$ cat config.mk
export PLATFORM = sky130hd
export DESIGN_NAME = mem_read_driver
export DESIGN_NICKNAME = d
export VERILOG_FILES = /design/src/rtl/mem_drv_pkg.sv /design/src/rtl/rd_skid_fifo.sv /design/src/rtl/mem_read_driver.sv
export SDC_FILE = /design/constraint.sdc
export NUM_CORES = 1
export LEC_CHECK = 0
export CAP_MARGIN = 20
export CORE_MARGIN = 1.5
export CORE_UTILIZATION = 65
export CTS_BUF_LIST = sky130_fd_sc_hd__clkbuf_2 sky130_fd_sc_hd__clkbuf_4 sky130_fd_sc_hd__clkbuf_8
export CTS_CLUSTER_DIAMETER = 50
export DETAILED_ROUTE_END_ITERATION = 12
export DONT_BUFFER_PORTS = 1
export PLACE_DENSITY_LB_ADDON = 0.2
export SYNTH_ARGS = -nofsm -noshare
export SYNTH_HDL_FRONTEND = slang
export SYNTH_HIERARCHICAL = 1
export SYNTH_SLANG_ARGS = --single-unit
$ cat constraint.sdc
create_clock -name clk -period 4.9 [get_ports clk]
set_input_delay 0.98 -clock clk [delete_from_list [all_inputs] [get_ports clk]]
set_output_delay 0.98 -clock clk [all_outputs]
set_load 0.005 [all_outputs]
$ cat src/rtl/mem_drv_pkg.sv
// Shared types for the memory driver: address width and read-engine state encoding.
// No logic; imported by the counter, write driver and read driver.
// Not applicable: no datapath or flow control in this file.
package mem_drv_pkg;

    localparam int ADDR_W = 8;

    typedef enum logic [1:0] {
        RD_IDLE  = 2'd0,
        RD_RUN   = 2'd1,
        RD_DRAIN = 2'd2,
        RD_DONE  = 2'd3
    } rd_state_t;

endpackage

$ cat src/rtl/rd_skid_fifo.sv
// Purpose: 2-entry FIFO holding read-return data ahead of the output stream.
// Latency: a push is visible at pop_dat the following cycle.
// Backpressure: push while full is dropped unless paired with a pop; caller keeps credit.
module rd_skid_fifo #(
    parameter int W = 8
) (
    input  logic         clk,
    input  logic         rst,
    input  logic         push,
    input  logic [W-1:0] push_dat,
    input  logic         pop,
    output logic [W-1:0] pop_dat,
    output logic         full,
    output logic         empty,
    output logic [1:0]   count
);

    logic [W-1:0] ent0_q, ent0_d, ent1_q, ent1_d;
    logic         wr_ptr_q, wr_ptr_d, rd_ptr_q, rd_ptr_d;
    logic [1:0]   cnt_q, cnt_d;
    logic         do_push, do_pop;

    assign full    = (cnt_q == 2'd2);
    assign empty   = (cnt_q == 2'd0);
    assign count   = cnt_q;
    assign pop_dat = rd_ptr_q ? ent1_q : ent0_q;

    always_comb begin
        ent0_d   = ent0_q;
        ent1_d   = ent1_q;
        wr_ptr_d = wr_ptr_q;
        rd_ptr_d = rd_ptr_q;
        do_push  = push && (!full || pop);
        do_pop   = pop && !empty;
        if (do_push) begin
            if (wr_ptr_q) ent1_d = push_dat;
            else          ent0_d = push_dat;
            wr_ptr_d = ~wr_ptr_q;
        end
        if (do_pop) begin
            rd_ptr_d = ~rd_ptr_q;
        end
        case ({do_push, do_pop})
            2'b10:   cnt_d = cnt_q + 2'd1;
            2'b01:   cnt_d = cnt_q - 2'd1;
            default: cnt_d = cnt_q;
        endcase
    end

    always_ff @(posedge clk or negedge rst) begin
        if (!rst) begin
            ent0_q   <= '0;
            ent1_q   <= '0;
            wr_ptr_q <= 1'b0;
            rd_ptr_q <= 1'b0;
            cnt_q    <= 2'd0;
        end else begin
            ent0_q   <= ent0_d;
            ent1_q   <= ent1_d;
            wr_ptr_q <= wr_ptr_d;
            rd_ptr_q <= rd_ptr_d;
            cnt_q    <= cnt_d;
        end
    end

endmodule

$ cat src/rtl/mem_read_driver.sv
// Purpose: read engine; turns the counter address stream into RAM reads and a ready/valid data stream (parity check under MEM_RD_PARITY_EN).
// Latency: address accepted in cycle N gives dout_valid in N+2 when the buffer is empty.
// Backpressure: addr_ready only while buffered + in-flight words leave room, so the counter stalls on a full buffer.
module mem_read_driver
    import mem_drv_pkg::*;
#(
    parameter int                DATA_W    = 8,
    parameter logic [ADDR_W-1:0] LAST_ADDR = 8'hFF
) (
    input  logic              clk,
    input  logic              rst,
    input  logic              start,
    input  logic [ADDR_W-1:0] addr,
    input  logic              addr_valid,
    output logic              addr_ready,
    output logic              mem_rd_en,
    output logic [ADDR_W-1:0] mem_addr,
    input  logic [DATA_W-1:0] mem_rdata,
    output logic [DATA_W-1:0] dout,
    output logic              dout_valid,
    input  logic              dout_ready,
`ifdef MEM_RD_PARITY_EN
    input  logic              mem_rpar,
    output logic              par_err,
`endif
    output logic              busy,
    output logic              done
);

    rd_state_t  state_q, state_d;
    logic       inflight_q, inflight_d;
    logic       busy_q, busy_d;
    logic       done_q, done_d;
    logic       fifo_full, fifo_empty;
    logic [1:0] fifo_cnt;
    logic       pop, credit_ok, accept;

    rd_skid_fifo #(.W(DATA_W)) u_buf (
        .clk      (clk),
        .rst      (rst),
        .push     (inflight_q),
        .push_dat (mem_rdata),
        .pop      (pop),
        .pop_dat  (dout),
        .full     (fifo_full),
        .empty    (fifo_empty),
        .count    (fifo_cnt)
    );

    assign dout_valid = !fifo_empty;
    assign busy       = busy_q;
    assign done       = done_q;

    always_comb begin
        pop = !fifo_empty && dout_ready;
        // A word leaving this cycle frees its slot, keeping one word per cycle at full rate.
        if (pop) credit_ok = !(fifo_full && inflight_q);
        else     credit_ok = ({1'b0, fifo_cnt} + {2'b0, inflight_q}) < 3'd2;
        addr_ready = (state_q == RD_RUN) && credit_ok;
        accept     = addr_valid && addr_ready;
        mem_rd_en  = accept;
        mem_addr   = accept ? addr : '0;
        inflight_d = accept;

        state_d = state_q;
        case (state_q)
            RD_IDLE:  if (start) state_d = RD_RUN;
            RD_RUN:   if (accept && (addr == LAST_ADDR)) state_d = RD_DRAIN;
            RD_DRAIN: if (!inflight_q && fifo_empty) state_d = RD_DONE;
            RD_DONE:  state_d = RD_IDLE;
            default:  state_d = RD_IDLE;
        endcase
        busy_d = (state_d != RD_IDLE);
        done_d = (state_d == RD_DONE);
    end

    always_ff @(posedge clk or negedge rst) begin
        if (!rst) begin
            state_q    <= RD_IDLE;
            inflight_q <= 1'b0;
            busy_q     <= 1'b0;
            done_q     <= 1'b0;
        end else begin
            state_q    <= state_d;
            inflight_q <= inflight_d;
            busy_q     <= busy_d;
            done_q     <= done_d;
        end
    end

`ifdef MEM_RD_PARITY_EN
    logic par_err_q, par_err_d;

    assign par_err = par_err_q;

    always_comb begin
        par_err_d = par_err_q;
        if (start && (state_q == RD_IDLE)) begin
            par_err_d = 1'b0;
        end else if (inflight_q && ((^mem_rdata) != mem_rpar)) begin
            par_err_d = 1'b1;
        end
    end

    always_ff @(posedge clk or negedge rst) begin
        if (!rst) par_err_q <= 1'b0;
        else      par_err_q <= par_err_d;
    end
`endif

endmodule

; ---- Word-level counts from Yosys, hierarchy flattened
; Index checks and enable logic that the tools add are counted.
[totals]
regBits = 25
latchBits = 0
ramBits = 0
mem_bits_ro = 0
inputBits = 21
output_inout_bits = 21
wordCells = 50
memories = 0
[classes]
n_addsub = 3
n_mul = 0
div_mod_pow = 0
magnitude_cmp = 1
eq_ne = 8
shift = 0
mux = 8
bitwise = 2
reduce_logical = 19
[ops]
columns = operator, count
row1 = $mux 8, 2
row2 = $eq 2x2->1 const B, 5
row3 = $eq 8x8->1 const B, 1
row4 = $logic_and 1x1->1, 8
row5 = $pmux 2 s4, 1
row6 = $mux 2, 3
row7 = $eq 2x1->1 const B, 2
row8 = $logic_not 1->1, 4
row9 = $logic_not 2->1, 2
row10 = $pmux 2 s2, 1
row11 = $reduce_and 2->1, 2
row12 = $reduce_bool 2->1, 2
row13 = $add 2x1->3, 1
row14 = $lt 3x2->1 const B, 1
row15 = $add 2x1->2 const B, 1
row16 = $not 1->1, 2
row17 = $sub 2x1->2 const B, 1
row18 = $logic_or 1x1->1, 1
row19 = $mux 1, 1

; ---- Depth between registers and ports, before layout
; Gate-level depths: netlist of the first run.
[logic_depth]
word_depth = 10
ltp_mapped = 8
depth_no_buf = 8

; ---- Hierarchy
; The synthesis of the first run kept the hierarchy.
[modules_own_cells]
columns = mod, instances, cells_each, area_each_um2, seq_area_each_um2
row1 = rd_skid_fifo, 1, 60, 899.6, 500.5
row2 = mem_read_driver, 1, 34, 325.3, 125.1

; ---- Least setup slack after synthesis of the first run
; OpenSTA, ideal clock, no wires.
[synth_path]
path_kind = input -> output
from = in dout_ready
to = out mem_addr[0]
t_arrival_ns = 1.709
required_time_ns = 3.920
setup_slack_ns = 2.211
stages = 4
n_path_buf = 1
cell_sequence = nor2b_1 > o2111a_2 > buf_6 > and2_1
[synth_between]
elab_chain_len = 5
[synth_rtl]
columns = item, line
row1 = "start, declared", mem_read_driver.sv:21  ; input logic dout_ready,
row2 = $logic_and 1x1->1, mem_read_driver.sv:55  ; pop = !fifo_empty && dout_ready;
row3 = $mux 1, mem_read_driver.sv:57  ; if (pop) credit_ok = !(fifo_full && inflight_q);
row4 = $logic_and 1x1->1, mem_read_driver.sv:59  ; addr_ready = (state_q == RD_RUN) && credit_ok;
row5 = $logic_and 1x1->1, mem_read_driver.sv:60  ; accept = addr_valid && addr_ready;
row6 = named net mem_rd_en, mem_read_driver.sv:16  ; output logic mem_rd_en,
row7 = $mux 8, mem_read_driver.sv:62  ; mem_addr = accept ? addr : '0;
row8 = "end, declared", mem_read_driver.sv:17  ; output logic [ADDR_W-1:0] mem_addr,
; The timed path passes the listed nets, and every way through them passes these cells.

; ---- Worst setup path after layout of the first run
[layout_path]
from = in dout_ready
to = out mem_addr[4]
; The elaborated chain is that of the path after synthesis.

==> results_dict.tcl, run 1 <==
set metrics [dict create \
    status "completed" \
    dpl_cell_area_um2 1240 \
    cp_slowest_cell "o2111a_2" \
    antenna_found_initial 0 \
    grt_pass1_wl_um 2690 \
    worstPathCellList "nor2b_1, o2111a_2, and2_1" \
    cts_setup_buffers 0 \
    start_util_pct 70.2 \
    worstPathRequired_ps 3920 \
    relSlewSlack_pct 70.6 \
    vias 710 \
    rows 15 \
    power_leakage_uw 0.000521 \
    fin_setup_tns_ps 0 \
    syn_nets 116 \
    peakVddDrop_mv 0.416 \
    drive_gt1_share_pct 35.4 \
    numCtsBuffers 3 \
    ant_nets 0 \
    finalCritPeriodShare_pct 56.7 \
    clock_skew_ps 3.30 \
    cts_max_path_buffers 2 \
    critPathLaunchType "input pin" \
    cts_tree "yes" \
    pre_cts_ws_ps 2110 \
    final_util_pct 72.8 \
    dominantRegCellSynth "dfrtp_1" \
    synth.cell_area_um2 1220 \
    regArea_um2 626 \
    h-tree-depth 1 \
    async_flop_share_pct 100 \
    critPathTopFamily "simple AND/OR/NAND/NOR gates" \
    grt_max_degree 26 \
    final_cell_area_um2 1270 \
    nets 119 \
    firstDrtPassIters 3 \
    ys_ff_latch 25 \
    grt_pass1_vias 626 \
    cts.sinks 25 \
    endpoint_kind "output pin" \
    worstHoldPathType "input pin to asynchronous set/reset pin" \
    route.detailed.drc 0 \
    clk_pin_slew_ps 120 \
    drt-total-wl_um 1810 \
    syn2layout_area_growth_pct 3.78 \
    maxCapViolations 0 \
    synth_edf_count 0 \
    cp_max_fo 12 \
    io_pins 42 \
    fin_hold_ws_ps 354 \
    rsz0062_at_grt "no" \
    n_antenna_cell 0 \
    yosys_warnings 6 \
    root_buffer "clkbuf_4" \
    cts-resized-gates 0 \
    gp_congestion 0.658 \
    die_h_um 46.4 \
    hpwlAfterDp_um 1360 \
    num-fill-cells 137 \
    critPathKind "input pin to output pin" \
    yosysSeqAreaShare_pct 51.1 \
    core_um2 1750 \
    finalWorstSetupSlack_ps 2120 \
    netlist_instances 94 \
    path_buf_inv 0 \
    powerDensity_nw_per_um2 600 \
    slew_viol_final 0 \
    avgSynthCellArea_um2 13.0 \
    cts_hold_repair.buffers 0 \
    cp_data_arrival_time_ps 1800 \
    dr.first_iter.drc_count 5 \
    grt_use_total_pct 17.5 \
    drt-vias-per-instance 5.87 \
    grt_overflow_total 0 \
    clk_latency_ps 300 \
    hold_viol_final 0 \
    fmax_mhz 360 \
    tightest_slew_ps 441 \
    wl_per_cell_um 14.9 \
    worst_path_largest_cell_delay_ps 380 \
    min_period_ps 2780 \
    die_w_um 46.4 \
    setup_viol 0 \
    multi_input_area_um2 577 \
    synth.distinct_cells 27 \
    dieArea_um2 2150 \
    port_buffers 0 \
]
## metrics by stage
step	instances	power (uW)
2_1_floorplan	94	632
3_3_place_gp	117	664
3_5_place_dp	117	681
4_1_cts	121	773
5_1_grt	121	821
6_report	121	763
## cell usage in the layout, fill, tap and decap left out, drive strengths merged, types with 2 or more instances in the layout
master	n
mux2	24
xnor2	3
clkbuf	4
dfrtp	25
and2b	2
nor3	2
nor2b	2
a21oi	2
nor3b	2
nor2	6
and2	8
inv	2
xor2	2
nand2	2
## report_power, final
part / leakage (uW) / total [uW] / switching, uW / internal [uW]
logic: 0.000210 / 308 / 127 / 181
clock network: 0.0000184 / 89.8 / 52.6 / 37.2
registers: 0.000293 / 365 / 68.7 / 296
total: 0.000521 / 763 / 248 / 515
## Yosys cell counts (all sizes together), types with 2 or more instances
master  number  share of area [%]
nor3         2               0.82
nor2b        2                1.0
xnor2        3                2.1
dfrtp       25                 51
mux2        24                 22
and2         8                4.1
and2b        2                1.2
nor3b        2                2.6
nand2        2               0.61
a21oi        2               0.82
inv          2               0.61
nor2         6                2.0
xor2         2                1.4
## flip-flops by register name, indices dropped and copies added (netlist names)
signal          cells
busy                1
done                1
inflight_q          1
state_q             2
u_buf/count         2
u_buf/ent0_q        8
u_buf/ent1_q        8
u_buf/rd_ptr_q      1
u_buf/wr_ptr_q      1
## cell families (layout without fill, tap and decap cells)
group                      count (synthesis)  in the layout  share of synthesized area [%]
xor gates and xnor gates                   5              5                           3.58
AOI/OAI and AO/OA                          6              6                           4.70
DFF                                       25             25                           51.1
buffers and inverters                      4              6                           1.84
and+or+nand+nor                           29             29                           15.7
adders and majority gates                  1              1                           1.02
muxes                                     24             24                           22.1
## final cells by class
| class | count | area share, % |
|---|---|---|
| flip-flops and latches | 25 | 49.2 |
| multi-input cells | 65 | 45.4 |
| well taps | 25 | 2.46 |
| clock buffers | 4 | 2.36 |
| inverters | 2 | 0.591 |
## path summary, 6_finish.rpt
kind,slack (ps),end,cells past startpoint,from
setup reg to reg,2860,u_buf/count[1],7,u_buf/count[0]
min in group clk,520,u_buf/ent1_q[6],1,u_buf/ent1_q[6]
hold / removal,350,u_buf/count[1],0,rst
hold reg to reg,520,u_buf/ent1_q[6],1,u_buf/ent1_q[6]
setup / recovery,2120,mem_addr[4],3,dout_ready
max in group asynchronous,4470,u_buf/ent0_q[5],0,rst
## worst reg2reg max path: stages (launching register included)
cell      delay (ps)
dfrtp_1          480
nor2_1           240
nor2b_1          130
nor3b_2          350
nand2b_1         210
ha_1             270
nor2_1           140
xor2_1           150
## per-layer routing
layer | GRT usage, % | share of wire [%] | up-vias
li1 | - | - | 336
met2 | 28.9 | 50 | 28
met1 | 22.8 | 42 | 346
met5 | 0 | 0 | -
met4 | 3.43 | 0 | 0
met3 | 5.49 | 7.5 | 0
Power figures use the tool's default switching activity.
==> run 2, diff against run 1 <==
--- a/config.mk
+++ b/config.mk
@@ -7,7 +7,7 @@
 export LEC_CHECK = 0
 export CAP_MARGIN = 20
 export CORE_MARGIN = 1.5
-export CORE_UTILIZATION = 65
+export CORE_UTILIZATION = 58
 export CTS_BUF_LIST = sky130_fd_sc_hd__clkbuf_2 sky130_fd_sc_hd__clkbuf_4 sky130_fd_sc_hd__clkbuf_8
 export CTS_CLUSTER_DIAMETER = 50
 export DETAILED_ROUTE_END_ITERATION = 12
==> constraint.sdc (replaced) <==
create_clock -name clk -period 2.3 [get_ports clk]
set_input_delay 0.46 -clock clk [delete_from_list [all_inputs] [get_ports clk]]
set_output_delay 0.46 -clock clk [all_outputs]
set_load 0.005 [all_outputs]
==> run 2 against run 1 <==
  * Sequential cell count did not move
  * Global-route usage barely moved
  * Utilization fell by 7.3 points
  * Worst setup slack got worse by 2000 ps
  * Critical path type is now flip-flop to output pin
  * Largest cell class unchanged
  * Highest routed layer is now met4
==> results_dict.tcl, run 2 (synthesis results as in run 1) <==
set metrics [dict create \
    cp_data_arrival_time_ps 1730 \
    gp_congestion 0.772 \
    dr.first_iter.drc_count 12 \
    pwr-share-comb_pct 40.2 \
    dieArea_um2 2400 \
    power_frac_clock_pct 11.8 \
    layout_commonest_cell "dfrtp_1" \
    nets 121 \
    setup_viol 0 \
    critPathLaunchType "flip-flop" \
    vias 719 \
    firstDrtPassIters 2 \
    drive_gt1_share_pct 35.7 \
    clk_pin_slew_ps 120 \
    critPathKind "flip-flop to output pin" \
    drt-total-wl_um 1960 \
    endpoint_kind "output pin" \
    worstPathRequired_ps 1840 \
    route.detailed.drc 0 \
    finalPower_uw 1640 \
    grt_pass1_vias 765 \
    p_sw_uw 543 \
    io_pins 42 \
    grt_max_degree 26 \
    syn2layout_area_growth_pct 6.03 \
    min_period_ps 2190 \
    largest_registers "u_buf/ent0_q: 8 flops, u_buf/ent1_q: 8 flops" \
    die_h_um 49.0 \
    cts_tree "yes" \
    grt_use_total_pct 17.6 \
    peakVddDrop_mv 0.735 \
    worstHoldPathType "input pin to flip-flop" \
    wl_per_cell_um 15.6 \
    clk_latency_ps 300 \
    root_buffer "clkbuf_4" \
    n_antenna_cell 0 \
    cts.sinks 25 \
    p_seq_share_pct 48.0 \
    maxCapViolations 0 \
    fmax_mhz 457 \
    final_cell_area_um2 1300 \
    powerDensity_nw_per_um2 1270 \
    port_buffers 0 \
    cts-resized-gates 0 \
    slew_viol_final 0 \
    status "completed" \
    antenna_found_initial 0 \
    p_int_uw 1100 \
    drt-vias-per-instance 5.75 \
    pre_cts_ws_ps 330 \
    die_w_um 49.0 \
    hpwlAfterDp_um 1480 \
    tightest_slew_ps 557 \
    rsz0062_at_grt "no" \
    fin_setup_tns_ps 0 \
    core_um2 1980 \
    finalCritPeriodShare_pct 95.1 \
    grt_pass1_wl_um 3310 \
    numCtsBuffers 3 \
    clock_skew_ps 1.37 \
    cts_max_path_buffers 2 \
    rows 16 \
    num-fill-cells 143 \
    power_leakage_uw 0.000533 \
    ant_nets 0 \
    hold_viol_final 0 \
    swShare_pct 33.1 \
    grt_overflow_total 0 \
    relSlewSlack_pct 62.7 \
    cp_max_fo 12 \
    dpl_cell_area_um2 1240 \
    start_util_pct 61.8 \
    h-tree-depth 1 \
    final_cell_mix "dfrtp_1 (25), mux2_2 (24), and2_1 (8)" \
    finalWorstSetupSlack_ps 114 \
]
==> run 2: worst paths after layout <==
| kind | end | depth (start not counted) | slack [ps] | start |
|---|---|---|---|---|
| worst max-delay path | mem_addr[4] | 4 | 110 | u_buf/count[0] |
| worst min-delay path | u_buf/ent0_q[1] | 1 | 300 | mem_rdata[1] |
| max in group asynchronous | u_buf/ent1_q[7] | 2 | 1240 | rst |
| worst min register to register | u_buf/ent1_q[7] | 1 | 520 | u_buf/ent1_q[7] |
| min in group asynchronous | u_buf/count[1] | 1 | 570 | rst |
| worst max register to register | u_buf/count[1] | 7 | 300 | u_buf/count[0] |
==> run 2: power by group through the flow <==
stage	logic [uW]	clock network, uW	registers, uW
6_report	661	193	789
5_1_grt	719	217	820
4_1_cts	667	205	792
3_5_place_dp	654	0	804
3_3_place_gp	635	0	785
2_1_floorplan	617	0	729
==> run 2: final cells by class <==
class                           instances  area, um^2  area share [%]
Multi-Input combinational cell         65         577            44.4
Clock buffer                            4        30.0            2.31
Tap cell                               27        33.8            2.60
Sequential cell                        25         626            48.2
Timing Repair Buffer                    2        25.0            1.93
Inverter                                2        7.51           0.578
==> run 2: repair_timing <==
action                                  4_1_cts  5_1_grt
hold buffers                                  1        0
endpoints found under the hold margin        25        0
buffers inserted                              0        0
endpoints found under the setup margin        0        6
==> run 2: layer usage <==
metal | global-route usage, % | vias to the layer above | routed length, um
met5 | 0 | - | 0
met4 | 7.14 | 0 | 16
met3 | 1.84 | 2 | 69
met2 | 30.6 | 17 | 1010
met1 | 22.5 | 359 | 860
li1 | - | 341 | -
==> run 2: through the flow <==
stage	std cells	util [%]	hold WS, ps
floorplan	94	-	164
finish	125	65.5	300
global route	125	65.5	279
CTS	124	64.8	287
global placement	119	62.8	165
detailed placement	119	62.8	165
==> run 2: worst max-delay path: stages, from the launching register on <==
cell and delay [ps]:
dfrtp_1 480, nor2_1 120, nor2b_1 290, o2111a_2 360, and2_1 180
